File: src/rtl/sa_pkg.sv
// Shared types and helpers for the systolic row controller.
// State encoding, default data widths and the row latency calculation.
package sa_pkg;

    typedef enum logic [1:0] {
        IDLE   = 2'd0,
        LOAD   = 2'd1,
        STREAM = 2'd2,
        DRAIN  = 2'd3
    } state_t;

    localparam int SA_DATA_BW   = 8;
    localparam int SA_WEIGHT_BW = 8;
    localparam int SA_PSUM_BW   = 20;

    // Cycles from din output register to final psum of the row, plus capture.
    function automatic int calc_lat(input int matrix_size, input int pe_lat);
        return matrix_size * pe_lat + 1;
    endfunction

endpackage

File: src/rtl/sa_row_ctrl_if.sv
// Host-side bundle of the systolic row controller: weight load handshake,
// input vector stream handshake and the result stream.
interface sa_row_ctrl_if #(
    parameter int MATRIX_SIZE = 8,
    parameter int WEIGHT_BW   = sa_pkg::SA_WEIGHT_BW,
    parameter int DATA_BW     = sa_pkg::SA_DATA_BW,
    parameter int PSUM_BW     = sa_pkg::SA_PSUM_BW
) ();

    logic                             w_valid;
    logic                             w_ready;
    logic [MATRIX_SIZE*WEIGHT_BW-1:0] w_data;
    logic                             in_valid;
    logic                             in_ready;
    logic [MATRIX_SIZE*DATA_BW-1:0]   in_data;
    logic                             in_last;
    logic                             out_valid;
    logic [PSUM_BW-1:0]               out_data;

    // Producer of weights/vectors and consumer of results.
    modport master (
        output w_valid, w_data, in_valid, in_data, in_last,
        input  w_ready, in_ready, out_valid, out_data
    );

    // The controller side.
    modport slave (
        input  w_valid, w_data, in_valid, in_data, in_last,
        output w_ready, in_ready, out_valid, out_data
    );

endinterface

File: src/rtl/sa_skew_line.sv
// One lane of the diagonal input skew: a zero-reset delay line of DEPTH
// registers. DEPTH of 0 degenerates to a plain wire.
module sa_skew_line #(
    parameter int W     = 8,
    parameter int DEPTH = 0
) (
    input  logic         clk,
    input  logic         rstn,
    input  logic [W-1:0] d_in,
    output logic [W-1:0] d_out
);

    generate
        if (DEPTH == 0) begin : g_wire
            // Clock and reset are not needed on a zero-depth lane.
            logic unused_ok;
            assign unused_ok = ^{clk, rstn};
            assign d_out     = d_in;
        end else begin : g_shift
            logic [W-1:0] stage_reg [DEPTH];
            for (genvar gi = 0; gi < DEPTH; gi++) begin : g_stage
                if (gi == 0) begin : g_head
                    // First stage takes the lane input.
                    always_ff @(posedge clk or negedge rstn) begin
                        if (!rstn) stage_reg[0] <= '0;
                        else       stage_reg[0] <= d_in;
                    end
                end else begin : g_body
                    // Remaining stages shift along the chain.
                    always_ff @(posedge clk or negedge rstn) begin
                        if (!rstn) stage_reg[gi] <= '0;
                        else       stage_reg[gi] <= stage_reg[gi-1];
                    end
                end
            end
            assign d_out = stage_reg[DEPTH-1];
        end
    endgenerate

endmodule

File: src/rtl/sa_row_ctrl.sv
// Sequencer for one horizontal systolic PE row: loads weights, skews the
// input vectors diagonally, tracks in-flight vectors and captures the row's
// final partial sum as a validated result stream.
// Optional build macro SA_ROW_CTRL_PERF_EN adds busy-cycle and accepted-vector
// counters (32-bit, saturating).
module sa_row_ctrl
    import sa_pkg::*;
#(
    parameter int WEIGHT_BW   = SA_WEIGHT_BW,
    parameter int DATA_BW     = SA_DATA_BW,
    parameter int PSUM_BW     = SA_PSUM_BW,
    parameter int MATRIX_SIZE = 8,
    parameter int PE_LAT      = 1
) (
    input  logic                             clk,
    input  logic                             rstn,
    sa_row_ctrl_if.slave                     host,
    output logic                             we_rl,
    output logic [MATRIX_SIZE*WEIGHT_BW-1:0] weights,
    output logic [MATRIX_SIZE*DATA_BW-1:0]   din,
    input  logic signed [PSUM_BW-1:0]        row_result,
    output logic                             busy,
    output logic                             done
`ifdef SA_ROW_CTRL_PERF_EN
    ,
    output logic [31:0]                      perf_busy_cycles,
    output logic [31:0]                      perf_vec_count
`endif
);

    localparam int LAT   = calc_lat(MATRIX_SIZE, PE_LAT);
    localparam int CNT_W = $clog2(LAT + 1);

    state_t                           state_reg, state_next;
    logic [CNT_W-1:0]                 cnt_reg, cnt_next;
    logic                             done_next;
    logic                             w_ready_reg, in_ready_reg, we_rl_reg;
    logic                             busy_reg, done_reg;
    logic [MATRIX_SIZE*WEIGHT_BW-1:0] weights_reg;
    logic [MATRIX_SIZE*DATA_BW-1:0]   din_reg;
    logic [LAT-1:0]                   vtrack_reg;
    logic                             out_valid_reg;
    logic [PSUM_BW-1:0]               out_data_reg;
    logic                             w_acc, in_acc;
    logic [DATA_BW-1:0]               lane_in  [MATRIX_SIZE];
    logic [DATA_BW-1:0]               lane_out [MATRIX_SIZE];

    // Handshakes qualify on the registered ready flags seen by the host.
    assign w_acc  = host.w_valid  & w_ready_reg;
    assign in_acc = host.in_valid & in_ready_reg;

    // Next-state logic and drain countdown.
    always_comb begin
        state_next = state_reg;
        cnt_next   = cnt_reg;
        done_next  = 1'b0;
        unique case (state_reg)
            IDLE:    if (w_acc) state_next = LOAD;
            LOAD:    state_next = STREAM;
            STREAM: begin
                if (in_acc && host.in_last) begin
                    state_next = DRAIN;
                    cnt_next   = CNT_W'(LAT - 1);
                end
            end
            DRAIN: begin
                if (cnt_reg == '0) begin
                    state_next = IDLE;
                    done_next  = 1'b1;
                end else begin
                    cnt_next = cnt_reg - 1'b1;
                end
            end
            default: state_next = IDLE;
        endcase
    end

    // State register plus registered control outputs decoded from next state.
    always_ff @(posedge clk or negedge rstn) begin
        if (!rstn) begin
            state_reg    <= IDLE;
            cnt_reg      <= '0;
            w_ready_reg  <= 1'b0;
            in_ready_reg <= 1'b0;
            we_rl_reg    <= 1'b0;
            busy_reg     <= 1'b0;
            done_reg     <= 1'b0;
        end else begin
            state_reg    <= state_next;
            cnt_reg      <= cnt_next;
            w_ready_reg  <= (state_next == IDLE);
            in_ready_reg <= (state_next == STREAM);
            we_rl_reg    <= (state_next == LOAD);
            busy_reg     <= (state_next != IDLE);
            done_reg     <= done_next;
        end
    end

    // Weight register, only written from IDLE so it is stable during a stream.
    always_ff @(posedge clk or negedge rstn) begin
        if (!rstn)      weights_reg <= '0;
        else if (w_acc) weights_reg <= host.w_data;
    end

    // Lane i is delayed by i*PE_LAT; idle cycles inject zeros.
    generate
        for (genvar gi = 0; gi < MATRIX_SIZE; gi++) begin : g_lane
            assign lane_in[gi] = in_acc ? host.in_data[gi*DATA_BW +: DATA_BW] : '0;
            sa_skew_line #(
                .W     (DATA_BW),
                .DEPTH (gi * PE_LAT)
            ) u_skew (
                .clk   (clk),
                .rstn  (rstn),
                .d_in  (lane_in[gi]),
                .d_out (lane_out[gi])
            );
        end
    endgenerate

    // Output register shared by all lanes, so lane 0 still sees one cycle.
    always_ff @(posedge clk or negedge rstn) begin
        if (!rstn) begin
            din_reg <= '0;
        end else begin
            for (int i = 0; i < MATRIX_SIZE; i++) begin
                din_reg[i*DATA_BW +: DATA_BW] <= lane_out[i];
            end
        end
    end

    // Valid tracker: its tap lines up with the vector's psum leaving the row.
    always_ff @(posedge clk or negedge rstn) begin
        if (!rstn) vtrack_reg <= '0;
        else       vtrack_reg <= {vtrack_reg[LAT-2:0], in_acc};
    end

    // Result capture; data holds between valid pulses.
    always_ff @(posedge clk or negedge rstn) begin
        if (!rstn) begin
            out_valid_reg <= 1'b0;
            out_data_reg  <= '0;
        end else begin
            out_valid_reg <= vtrack_reg[LAT-1];
            if (vtrack_reg[LAT-1]) out_data_reg <= row_result;
        end
    end

`ifdef SA_ROW_CTRL_PERF_EN
    logic [31:0] perf_busy_reg, perf_vec_reg;

    // Saturating activity counters, cleared only by reset.
    always_ff @(posedge clk or negedge rstn) begin
        if (!rstn) begin
            perf_busy_reg <= '0;
            perf_vec_reg  <= '0;
        end else begin
            if (busy_reg && (perf_busy_reg != '1)) perf_busy_reg <= perf_busy_reg + 1'b1;
            if (in_acc   && (perf_vec_reg  != '1)) perf_vec_reg  <= perf_vec_reg + 1'b1;
        end
    end

    assign perf_busy_cycles = perf_busy_reg;
    assign perf_vec_count   = perf_vec_reg;
`endif

    assign host.w_ready   = w_ready_reg;
    assign host.in_ready  = in_ready_reg;
    assign host.out_valid = out_valid_reg;
    assign host.out_data  = out_data_reg;
    assign we_rl          = we_rl_reg;
    assign weights        = weights_reg;
    assign din            = din_reg;
    assign busy           = busy_reg;
    assign done           = done_reg;

endmodule

File: src/flat_wrapper.sv
// flat-port wrapper written by rule: the top's interface ports become plain ports
module sa_row_ctrl_flat import sa_pkg::*;
#(
    parameter int WEIGHT_BW   = SA_WEIGHT_BW,
    parameter int DATA_BW     = SA_DATA_BW,
    parameter int PSUM_BW     = SA_PSUM_BW,
    parameter int MATRIX_SIZE = 8,
    parameter int PE_LAT      = 1
)
  (clk, rstn, we_rl, weights, din, row_result, busy, done, host_w_valid, host_w_data, host_in_valid, host_in_data, host_in_last, host_w_ready, host_in_ready, host_out_valid, host_out_data);
  sa_row_ctrl_if #(.MATRIX_SIZE(MATRIX_SIZE), .WEIGHT_BW(WEIGHT_BW), .DATA_BW(DATA_BW), .PSUM_BW(PSUM_BW)) host_i ();
  input  logic clk;
  input  logic rstn;
  output logic we_rl;
  output logic [MATRIX_SIZE*WEIGHT_BW-1:0] weights;
  output logic [MATRIX_SIZE*DATA_BW-1:0] din;
  input  logic signed [PSUM_BW-1:0] row_result;
  output logic busy;
  output logic done;
  input wire logic [$bits(host_i.w_valid)-1:0] host_w_valid;
  input wire logic [$bits(host_i.w_data)-1:0] host_w_data;
  input wire logic [$bits(host_i.in_valid)-1:0] host_in_valid;
  input wire logic [$bits(host_i.in_data)-1:0] host_in_data;
  input wire logic [$bits(host_i.in_last)-1:0] host_in_last;
  output wire logic [$bits(host_i.w_ready)-1:0] host_w_ready;
  output wire logic [$bits(host_i.in_ready)-1:0] host_in_ready;
  output wire logic [$bits(host_i.out_valid)-1:0] host_out_valid;
  output wire logic [$bits(host_i.out_data)-1:0] host_out_data;
  assign host_i.w_valid = host_w_valid;
  assign host_i.w_data = host_w_data;
  assign host_i.in_valid = host_in_valid;
  assign host_i.in_data = host_in_data;
  assign host_i.in_last = host_in_last;
  assign host_w_ready = host_i.w_ready;
  assign host_in_ready = host_i.in_ready;
  assign host_out_valid = host_i.out_valid;
  assign host_out_data = host_i.out_data;
  sa_row_ctrl #(.WEIGHT_BW(WEIGHT_BW), .DATA_BW(DATA_BW), .PSUM_BW(PSUM_BW), .MATRIX_SIZE(MATRIX_SIZE), .PE_LAT(PE_LAT)) u_core (.clk(clk), .rstn(rstn), .host(host_i), .we_rl(we_rl), .weights(weights), .din(din), .row_result(row_result), .busy(busy), .done(done));
endmodule
File: config.mk
export PLATFORM = sky130hd
export DESIGN_NAME = sa_row_ctrl_flat
export DESIGN_NICKNAME = d
export VERILOG_FILES = /design/src/rtl/sa_pkg.sv /design/src/rtl/sa_row_ctrl_if.sv /design/src/rtl/sa_skew_line.sv /design/src/rtl/sa_row_ctrl.sv /design/src/flat_wrapper.sv
export SDC_FILE = /design/constraint.sdc
export NUM_CORES = 1
export LEC_CHECK = 0
export ABC_AREA = 1
export BUFFER_PORTS_ARGS = -buffer_cell sky130_fd_sc_hd__buf_2
export CAP_MARGIN = 15
export CORE_UTILIZATION = 30
export CTS_CLUSTER_DIAMETER = 150
export DETAILED_ROUTE_END_ITERATION = 10
export PLACE_DENSITY_LB_ADDON = 0.3
export SETUP_SLACK_MARGIN = 0.3
export SKIP_CTS_REPAIR_TIMING = 1
export SLEW_MARGIN = 20
export SYNTH_ARGS = -nofsm -noshare
export SYNTH_HDL_FRONTEND = slang
export SYNTH_SLANG_ARGS = --single-unit
export TNS_END_PERCENT = 100
File: constraint.sdc
create_clock -name clk -period 3.2 [get_ports clk]
set_input_delay 0.32 -clock clk [delete_from_list [all_inputs] [get_ports clk]]
set_output_delay 0.32 -clock clk [all_outputs]
set_load 0.005 [all_outputs]
# --- Word-level counts from Yosys, hierarchy flattened ---
# Index checks and enable logic that the tools add are counted.
# W data, S select, Z words.
word_totals:
  romBits: 0
  elab_cells: 74
  ff_bits: 393
  out_inout_bits: 154
  input_bits: 153
  ramBits: 0
  latchBits: 0
  mem_count: 0
op_classes:
  reduce_logical: 7
  n_mul: 0
  div: 0
  n_bitwise: 2
  n_lt_le_gt_ge: 0
  n_addsub: 1
  shift: 0
  mux: 17
  eq_ne: 7
op_table:
  columns: ["op", "n"]
  rows:
  - ["$mux W8", 8]
  - ["$mux W4", 2]
  - ["$pmux W2 S4", 1]
  - ["$pmux W4 S2", 1]
  - ["$eq A2 B2 Y1 const B", 3]
  - ["$mux W2", 3]
  - ["$eq A2 B1 Y1 const B", 2]
  - ["$logic_not A2 Y1", 2]
  - ["$logic_not A4 Y1", 1]
  - ["$reduce_bool A2 Y1", 2]
  - ["$sub A4 B1 Y4 const B", 1]
  - ["$reduce_and A3 Y1", 1]
  - ["$and A1 B1 Y1", 2]
  - ["$mux W1", 2]
  - ["$ne A2 B1 Y1 const B", 1]
  - ["$ne A2 B2 Y1 const B", 1]
  - ["$logic_and A1 B1 Y1", 1]

# --- Longest topological paths before layout ---
# Gate-level depths: netlist of the first run.
depth:
  ltp_word: 5
  mapped_depth: 7
  depth_no_buf: 7

# --- By module ---
# From an unflattened synthesis of the first run, not the netlist that was laid out.
unflattened:
  cells_unflattened: 719
  hier_area_um2: 12039.0
modules_own_cells:
  columns: ["mod", "area_per_inst_um2", "seq_area_each_um2", "cells_each", "instances"]
  rows:
  - ["sa_row_ctrl", 6013.3, 4229.1, 439, 1]
  - ["sa_skew_line at u_core.g_lane[7].u_skew", 1461.4, 1401.3, 64, 1]
  - ["sa_skew_line at u_core.g_lane[6].u_skew", 1261.2, 1201.2, 56, 1]
  - ["sa_skew_line at u_core.g_lane[5].u_skew", 1061.0, 1001.0, 48, 1]
  - ["sa_skew_line at u_core.g_lane[4].u_skew", 860.8, 800.8, 40, 1]
  - ["sa_skew_line at u_core.g_lane[3].u_skew", 660.6, 600.6, 32, 1]
  - ["sa_skew_line at u_core.g_lane[2].u_skew", 460.4, 400.4, 24, 1]
  - ["sa_skew_line at u_core.g_lane[1].u_skew", 200.2, 200.2, 8, 1]
  - ["sa_skew_line at u_core.g_lane[0].u_skew", 60.1, 0.0, 8, 1]

# --- Least setup slack after synthesis of the first run ---
# OpenSTA, ideal clock, no wires.
synth_path:
  path_kind: "flip-flop to flip-flop"
  from: "register u_core.w_ready_reg, in the netlist u_core.host.w_ready"
  to: "register u_core.weights_reg[10], in the netlist u_core.weights[10]"
  arrival_ps: 1046
  stages_incl_launch_ff: 4
  synth_period_minus_slack_ps: 1170
  setup_slack_ps: 2030
  n_path_buf: 1
  path_cell_list: "dfrtp_1 nand2_4 clkbuf_8 mux2_2"
synth_via:
  elab_chain_len: 1
synth_lines:
  columns: ["item", "line_no", "source"]
  rows:
  - ["start: declaration", "sa_row_ctrl.sv:37", "logic w_ready_reg, in_ready_reg, we_rl_reg;"]
  - ["start signal: assignment", "sa_row_ctrl.sv:91", "w_ready_reg <= (state_next == IDLE);"]
  - ["$and A1 B1 Y1", "sa_row_ctrl.sv:49", "assign w_acc = host.w_valid & w_ready_reg;"]
  - ["end signal: assignment", "sa_row_ctrl.sv:102", "else if (w_acc) weights_reg <= host.w_data;"]
  - ["end: declaration", "sa_row_ctrl.sv:39", "logic [MATRIX_SIZE*WEIGHT_BW-1:0] weights_reg;"]
# No other way between the ends.
# A chain may end at the register's enable or synchronous reset.

# --- Final worst setup path of the first run ---
layout_path:
  from: "register u_core.w_ready_reg, in the netlist u_core.host.w_ready"
  to: "register u_core.weights_reg[42], in the netlist u_core.weights[42]"
# The elaborated chain is that of the path after synthesis.

==> impl_results.md, run 1 <==
* Startpoint Class: register
* Number of buffers created by CTS at 43
* Setup ws final at 1.56 ns
* Clock transition at path regs at 0.06 ns
* Layout cells sized above 1 at 39.7%
* CTS H-tree lvls at 2
* Yosys cell types at 15
* Area contributors post-synth: dfrtp_1, mux2_2, inv_1
* Iteration-0 DRC Markers at 163
* Layout Cells excl Fill at 1,698
* Syn. warnings at 0
* Period utilization at 51.3%
* Power Dens Cells at 835 nW/um^2
* Hold WS at 0.0204 ns
* Power Total at 13.9 mW
* CP Data Arrival Time at 2.07 ns
* IO Port Bufs at 306
* Routed len/inst at 13.1 um
* Largest net degree at the start of global routing at 92
* Max Cap Viol at 0
* CTS root buffer: clkbuf_16
* Placeable Area at 37,900 um^2
* Starting Density at 30.7%
* Placed cells at 1,480
* Area after DPL at 13,800 um^2
* Hold WC Path Type: primary input to register
* Post-route minimum period at 1.64 ns
* Synthesized Nets at 824
* # DRC at 0
* Register area share after synthesis at 84.5%
* # setup viols final at 0
* Share of the synthesized area in the top cell type at 84.5%
* Clk sink count at 393
* Die ar. at 39,600 um^2
* GRT overflow at 0
* Syn-to-layout area delta at 42.9%
* HPWL after DPL at 13.8 mm
* I/O pin total at 307
* Worst rel slew slack at 41.2%
* Die height at 199 um
* Total wire length at 22.2 mm
* GPL Wtd Cong at 0.714
* Endpoints failing hold at 0
* First-pass GRT wire length at 32.3 mm
* CTS max path bufs at 3
* Vias in the first global route at 6,126
* Max Clock Skew at 0.0108 ns
* Slew @ Worst Pin at 0.882 ns
* Max Clk Rate at 609 MHz
* Nets at 1,307
* Final core utilization at 43.9%
* Hold path depth at 2
* Commonest non-fill, non-tap cell in the layout: dfrtp_1
* CTS tree: built
* RSZ-0062 raised after global routing: no
* Syn Area/Cell at 17.4 um^2
* Crit path max fanout at 64
* Crit end category: register
* Pre-antenna DRT Iters at 4
* Setup TNS at 0 ns
* Leak pwr at 8.81 nW
* Non-Filler Cell Area, Final at 16,600 um^2
* Mapped Cells at 669
* Reg2Reg Depth at 2
* Synth Cell Area at 11,600 um^2
* Initial antenna violation count at 3
* Crit Path Class: register to register
* VDD IR max at 0.508 mV
* Req. time, crit path at 3.62 ns
* Status: complete, no violations
* Fillers at 3,426
* Remaining antenna violation count at 0
* Most frequent cells in the layout: dfrtp_1, buf_2, dlygate4sd3_1
* GRT Overall Usage at 10.6%
* Largest register FFs at 168
* Placement Rows at 71
* Vias per inst at 3.79
* Yosys top cell by area: dfrtp_1
* Synth Register Bits at 393
* Worst slack, placed at 1.53 ns
* Final Slew Violations at 0
* Later-pin clock latency in the skew report at 0.55 ns
* Via count at 6,430
* Die width at 199 um
routing by layer:
layer	vias up	global-route usage [%]	share of wire, %
met5	-	0	0.059
met4	2	4.50	2.4
met3	45	4.70	6.8
met2	178	16.3	49
met1	3160	13.0	42
li1	3045	-	-
Yosys cell counts:
cell type  instances
or2_1              1
ha_1               2
clkbuf_8           6
nand2_4            1
buf_2              9
o21ai_0            1
nand4_1            3
dfrtp_1          393
xnor2_1            1
mux2_4             5
nand3_1            8
mux2_2            79
nand2_1           15
inv_1             75
nor2_1            70
cells by family after synthesis:
group / synth area share [%]
AO/OA/AOI/OAI: 0.0429
XOR/XNOR: 0.0752
adder cells (fa/ha/maj): 0.215
buffers and inverters: 3.51
flip-flops: 84.5
multiplexers: 8.29
AND/OR/NAND/NOR: 3.40
critical path: stages (launching register included):
cell and delay (ns):
dfrtp_1 0.41, nand2_4 0.61, mux2_2 0.42
layout make-up:
cell class | count | area, um^2 | share of cell area (%)
Sequential cell | 393 | 9830 | 59.1
Inverter | 75 | 282 | 1.69
Multi-Input combinational cell | 186 | 1400 | 8.42
Clock inverter | 17 | 226 | 1.36
Clock buffer | 61 | 1230 | 7.42
Tap cell | 511 | 639 | 3.84
Antenna cell | 2 | 5.00 | 0.0301
Timing Repair Buffer | 453 | 3020 | 18.1
power breakdown:
group          total (mW)  switching [mW]  internal, mW
sequential           6.61           0.456          6.15
clock                4.98            1.94          3.04
combinational        2.31            1.03          1.27
final timing paths:
kind	end	from	slack, ns
min in group asynchronous	u_core.din[21]	rstn	0.35
worst min-delay path	u_core.weights[55]	host_w_data[55]	0.02
worst max register to register	u_core.weights[42]	u_core.host.w_ready	1.56
max in group asynchronous	u_core.host.out_data[0]	rstn	1.83
worst max-delay path	u_core.weights[42]	u_core.host.w_ready	1.56
worst min register to register	u_core.din[26]	u_core.g_lane[3].u_skew.d_out[2]	0.34
Power figures use the tool's default switching activity.
==> run 2: changes to the inputs <==
--- a/config.mk
+++ b/config.mk
@@ -5,7 +5,7 @@
 export SDC_FILE = /design/constraint.sdc
 export NUM_CORES = 1
 export LEC_CHECK = 0
-export ABC_AREA = 1
+export ABC_AREA = 0
 export BUFFER_PORTS_ARGS = -buffer_cell sky130_fd_sc_hd__buf_2
 export CAP_MARGIN = 15
 export CORE_UTILIZATION = 30
==> constraint.sdc (replaced) <==
create_clock -name clk -period 1.55 [get_ports clk]
set_input_delay 0.155 -clock clk [delete_from_list [all_inputs] [get_ports clk]]
set_output_delay 0.155 -clock clk [all_outputs]
set_load 0.005 [all_outputs]
==> impl_results.md, run 2 <==
* Status: complete, no violations
* GRT overflow at 0
* Synth Register Bits at 393
* Yosys cell types at 26
* # setup viols final at 0
* Setup ws final at 0.0817 ns
* Die height at 198 um
* Iteration-0 DRC Markers at 205
* VDD IR max at 1.12 mV
* Setup TNS at 0 ns
* # DRC at 0
* Worst slack, placed at 0.0171 ns
* WP buf/inv at 2
* I/O pin total at 307
* RSZ-0062 raised after global routing: yes
* Critical path's slowest cell: or3b_4
* Layout Cells excl Fill at 1,650
* Power Total at 29.2 mW
* CP Data Arrival Time at 1.89 ns
* Hold WS at 0.101 ns
* Synthesized Nets at 752
* Non-Filler Cell Area, Final at 17,100 um^2
* Crit path max fanout at 6
* CTS root buffer: clkbuf_16
* Synth top cells by count: dfrtp_1, mux2_2, and3_1
* Period utilization at 94.7%
* Slew @ Worst Pin at 0.377 ns
* HPWL after DPL at 14.7 mm
* Area contributors post-synth: dfrtp_1, mux2_2, and3_1
* Crit Path Class: register to register
* Final Slew Violations at 0
* Max Clock Skew at 0.0188 ns
* Worst path cell trace: inv_2 > ha_4 > or3b_4 > buf_4 > nand3_2 > o21ai_0
* Async set-reset flop share out of synthesis at 100%
* Remaining antenna violation count at 0
* Syn-to-layout area delta at 48.0%
* Routed len/inst at 14.6 um
* CTS max path bufs at 3
* Placeable Area at 37,800 um^2
* GPL Wtd Cong at 0.730
* Placement Rows at 71
* Final core utilization at 45.2%
* Most used DFF post-synth: dfrtp_1
* Largest register FFs at 168
* Total wire length at 24.2 mm
* GRT Overall Usage at 11.2%
* Vias per inst at 4.02
* Number of buffers created by CTS at 43
* Register area share after synthesis at 85.3%
* Mapped Cells at 597
* Largest net degree at the start of global routing at 69
* Layout cells sized above 1 at 43.7%
* Startpoint Class: register
* Antenna diode count at 0
* Pre-antenna DRT Iters at 4
* CTS tree: built
* Crit end category: register
* Post-route minimum period at 1.47 ns
* Power Dens Cells at 1710 nW/um^2
* Nets at 1,263
* Critical path's top delay family: simple AND/OR/NAND/NOR gates
* Clk sink count at 393
* Syn. warnings at 0
* Area after DPL at 13,900 um^2
* Most frequent cells in the layout: dfrtp_1, buf_2, dlygate4sd3_1
* Worst rel slew slack at 74.9%
* Post-synth EDFFs at 0
* Leak pwr at 8.86 nW
* Hold WC Path Type: primary input to asynchronous set/reset pin
* Share of the synthesized area in the top cell type at 85.3%
* Endpoints failing hold at 0
* Starting Density at 30.5%
* First-pass GRT wire length at 33.7 mm
* Yosys top cell by area: dfrtp_1
* Synth Cell Area at 11,500 um^2
* Max incr delay on CP at 0.43 ns
* Die ar. at 39,200 um^2
* Max Cap Viol at 0
* Later-pin clock latency in the skew report at 0.55 ns
* Clock transition at path regs at 0.07 ns
* Fillers at 3,334
* Placed cells at 1,415
* Syn Area/Cell at 19.3 um^2
* Max Clk Rate at 681 MHz
* Dominant cell by count in the synthesized netlist: dfrtp_1
* IO Port Bufs at 306
* Die width at 198 um
* Vias in the first global route at 6,256
* Req. time, crit path at 1.98 ns
* Commonest non-fill, non-tap cell in the layout: dfrtp_1
* Via count at 6,626
* CTS H-tree lvls at 2
* Initial antenna violation count at 2
-- run 2: changes by cell type in the layout (fill, tap and decap cells not counted), moves of 5 or more --
cell,before,now
and3_1,0,64
buf_12,2,12
buf_2,305,297
buf_4,7,19
buf_6,0,10
dlygate4sd3_1,138,150
inv_1,75,1
mux2_2,79,84
mux2_4,5,0
nand2_1,14,1
nand3_1,8,2
nor2_1,70,2
-- run 2: metal layers --
metal  part of all wire [%]  vias to the layer above  GRT usage, %
li1                       -                     3014             -
met5                      0                        -             0
met4                    2.8                        0          5.66
met1                     41                     3328          13.6
met2                     50                      231          17.8
met3                    6.6                       53          3.76
-- run 2: cells by family (layout without fill, tap and decap cells) --
family	count (synthesis)	in the layout	share of synthesized area, %
buffers and inverters	28	570	1.14
XOR/XNOR	1	1	0.0760
flip-flops	393	393	85.3
adder cells (fa/ha/maj)	2	2	0.217
multiplexers	85	85	8.29
AO/OA/AOI/OAI	9	9	0.673
AND/OR/NAND/NOR	79	79	4.27
-- run 2: worst register-to-register path: cells and delay by family, from the launching register on --
family                   cells  cell delay (ns)
AND/OR/NAND/NOR              2             0.49
adder cells (fa/ha/maj)      1             0.12
AO/OA/AOI/OAI                1             0.09
flip-flops                   1             0.39
buffers and inverters        2             0.24
-- run 2: layout make-up --
| cell class | count | area (um^2) | share of cell area [%] |
|---|---|---|---|
| inverters | 3 | 11.3 | 0.0660 |
| repair buffers | 491 | 3550 | 20.8 |
| well taps | 511 | 639 | 3.75 |
| clock buffers | 66 | 1260 | 7.40 |
| clock inverters | 10 | 173 | 1.01 |
| multi-input cells | 176 | 1590 | 9.32 |
| flip-flops and latches | 393 | 9840 | 57.7 |
-- run 2: final timing paths --
check,cells after the start,end,startpoint,slack [ns]
min reg2reg,0,u_core.g_lane[4].u_skew.g_shift.stage_reg[20],u_core.g_lane[4].u_skew.g_shift.stage_reg[28],0.34
max,6,u_core.cnt_reg[2],u_core.cnt_reg[1],0.08
min,2,u_core.weights[62],rstn,0.10
max reg2reg,6,u_core.cnt_reg[2],u_core.cnt_reg[1],0.08
min in group clk,4,u_core.busy,host_w_valid,0.18
max in group asynchronous,4,u_core.g_lane[7].u_skew.g_shift.stage_reg[29],rstn,0.74
-- run 2: where the power goes --
group          total (mW)  internal, mW  switching, mW
clock                10.1          6.13           3.92
combinational        5.51          3.16           2.34
sequential           13.7          12.7          0.934
==> run 3: changes to the inputs <==
--- a/config.mk
+++ b/config.mk
@@ -11,7 +11,8 @@
 export CORE_UTILIZATION = 30
 export CTS_CLUSTER_DIAMETER = 150
 export DETAILED_ROUTE_END_ITERATION = 10
-export PLACE_DENSITY_LB_ADDON = 0.3
+export GPL_TIMING_DRIVEN = 0
+export PLACE_DENSITY = 0.47
 export SETUP_SLACK_MARGIN = 0.3
 export SKIP_CTS_REPAIR_TIMING = 1
 export SLEW_MARGIN = 20
==> impl_results.md, run 3 (synthesis gave the netlist of run 2 again) <==
* Status: finished with violations
* Failing checks: negative hold slack
* Max Clk Rate at 651 MHz
* Number of buffers created by CTS at 43
* CTS max path bufs at 3
* GRT overflow at 0
* Area after DPL at 13,800 um^2
* Routed len/inst at 14.4 um
* Remaining antenna violation count at 0
* Hold WS at -0.149 ns
* HPWL after DPL at 14.1 mm
* CTS H-tree lvls at 2
* Placeable Area at 37,800 um^2
* RR Endpoint: u_core.cnt_reg[1]
* Slew @ Worst Pin at 0.613 ns
* Reg2Reg Depth at 6
* RSZ-0062 raised after global routing: yes
* Die height at 198 um
* Later-pin clock latency in the skew report at 0.55 ns
* Vias per inst at 3.96
* Clock transition at path regs at 0.05 ns
* Final core utilization at 46.4%
* Iteration-0 DRC Markers at 231
* # setup viols final at 0
* Reg-to-reg startpoint: u_core.cnt_reg[0]
* Worst slack, placed at -0.154 ns
* Non-Filler Cell Area, Final at 17,500 um^2
* Worst rel slew slack at 59.2%
* Initial antenna violation count at 2
* Pre-antenna DRT Iters at 4
* Req. time, crit path at 2.02 ns
* Power Dens Cells at 1720 nW/um^2
* Hold WC Path Type: primary input to asynchronous set/reset pin
* GPL Wtd Cong at 0.694
* Layout Cells excl Fill at 1,681
* Endpoints failing hold at 173
* CTS root buffer: clkbuf_16
* Setup TNS at 0 ns
* Layout cells sized above 1 at 44.6%
* Power Total at 30.2 mW
* Max Cap Viol at 0
* Max Clock Skew at 0.00707 ns
* Die width at 198 um
* Starting Density at 30.5%
* Fillers at 3,268
* # DRC at 0
* Clk sink count at 393
* Via count at 6,658
* Setup ws final at 0.0140 ns
* First-pass GRT wire length at 33.9 mm
* Placement Rows at 71
* GRT Overall Usage at 11.2%
* Syn-to-layout area delta at 52.0%
* VDD IR max at 1.06 mV
* Vias in the first global route at 6,318
* CP Data Arrival Time at 2.01 ns
* Die ar. at 39,200 um^2
* Reg2Reg Setup Slack at 0.01 ns
* Total wire length at 24.2 mm
* Crit Path Class: register to register
* I/O pin total at 307
* Startpoint Class: register
* Leak pwr at 9.28 nW
* Crit end category: register
* Crit path max fanout at 6
* Final Slew Violations at 0
* Post-route minimum period at 1.54 ns
* Largest register FFs at 168
* CTS tree: built
* Nets at 1,293
* Most frequent cells in the layout: dfrtp_1, buf_2, dlygate4sd3_1
* Placed cells at 1,418
* Period utilization at 99.1%
* Largest net degree at the start of global routing at 100
* Commonest non-fill, non-tap cell in the layout: dfrtp_1
* IO Port Bufs at 306
run 3: cell count changes in the layout (fill, tap and decap cells not counted), sizes merged:
cell      previous run  this run
clkinvlp             0         3
buf                339       352
bufinv               3         2
clkbuf              68        80
clkinv               6         8
diode                0         2
run 3: layout make-up:
cell class,count,area (um^2),share of cell area [%]
Antenna cell,2,5.00,0.0286
Clock buffer,61,1260,7.17
Inverter,3,11.3,0.0643
Tap cell,511,639,3.65
Timing Repair Buffer,496,3630,20.8
Clock inverter,14,143,0.814
Buffer,25,211,1.21
Sequential cell,393,9840,56.2
Multi-Input combinational cell,176,1780,10.2
run 3: worst max-delay path: stages (launching register included):
cell and delay (ns):
dfrtp_1 0.41, inv_2 0.10, ha_4 0.12, or3b_1 0.35
buf_6 0.15, a22oi_4 0.21, o2bb2ai_1 0.13
run 3: routing by layer:
metal	track usage, %	wire [um]	vias up
met2	17.6	11900	227
li1	-	-	3076
met4	5.48	594	0
met1	13.7	9820	3305
met5	0	0	-
met3	4.14	1830	50
run 3: where the power goes:
group,internal (mW),switching [mW]
clock,5.98,3.95
combinational,4.03,2.51
sequential,12.7,0.972
run 3: worst max path at each step:
stage	endpoint	start	slack, ns
after floorplan	u_core.cnt_reg[0]	u_core.cnt_reg[0]	0.13
after global placement	u_core.host.out_data[13]	rstn	-7.44
after detailed placement	u_core.g_lane[6].u_skew.g_shift.stage_reg[40]	u_core.host.in_ready	-0.15
after CTS	u_core.g_lane[6].u_skew.g_shift.stage_reg[40]	u_core.host.in_ready	-0.18
after global routing	u_core.cnt_reg[1]	u_core.cnt_reg[0]	-0.03
final	u_core.cnt_reg[1]	u_core.cnt_reg[0]	0.01
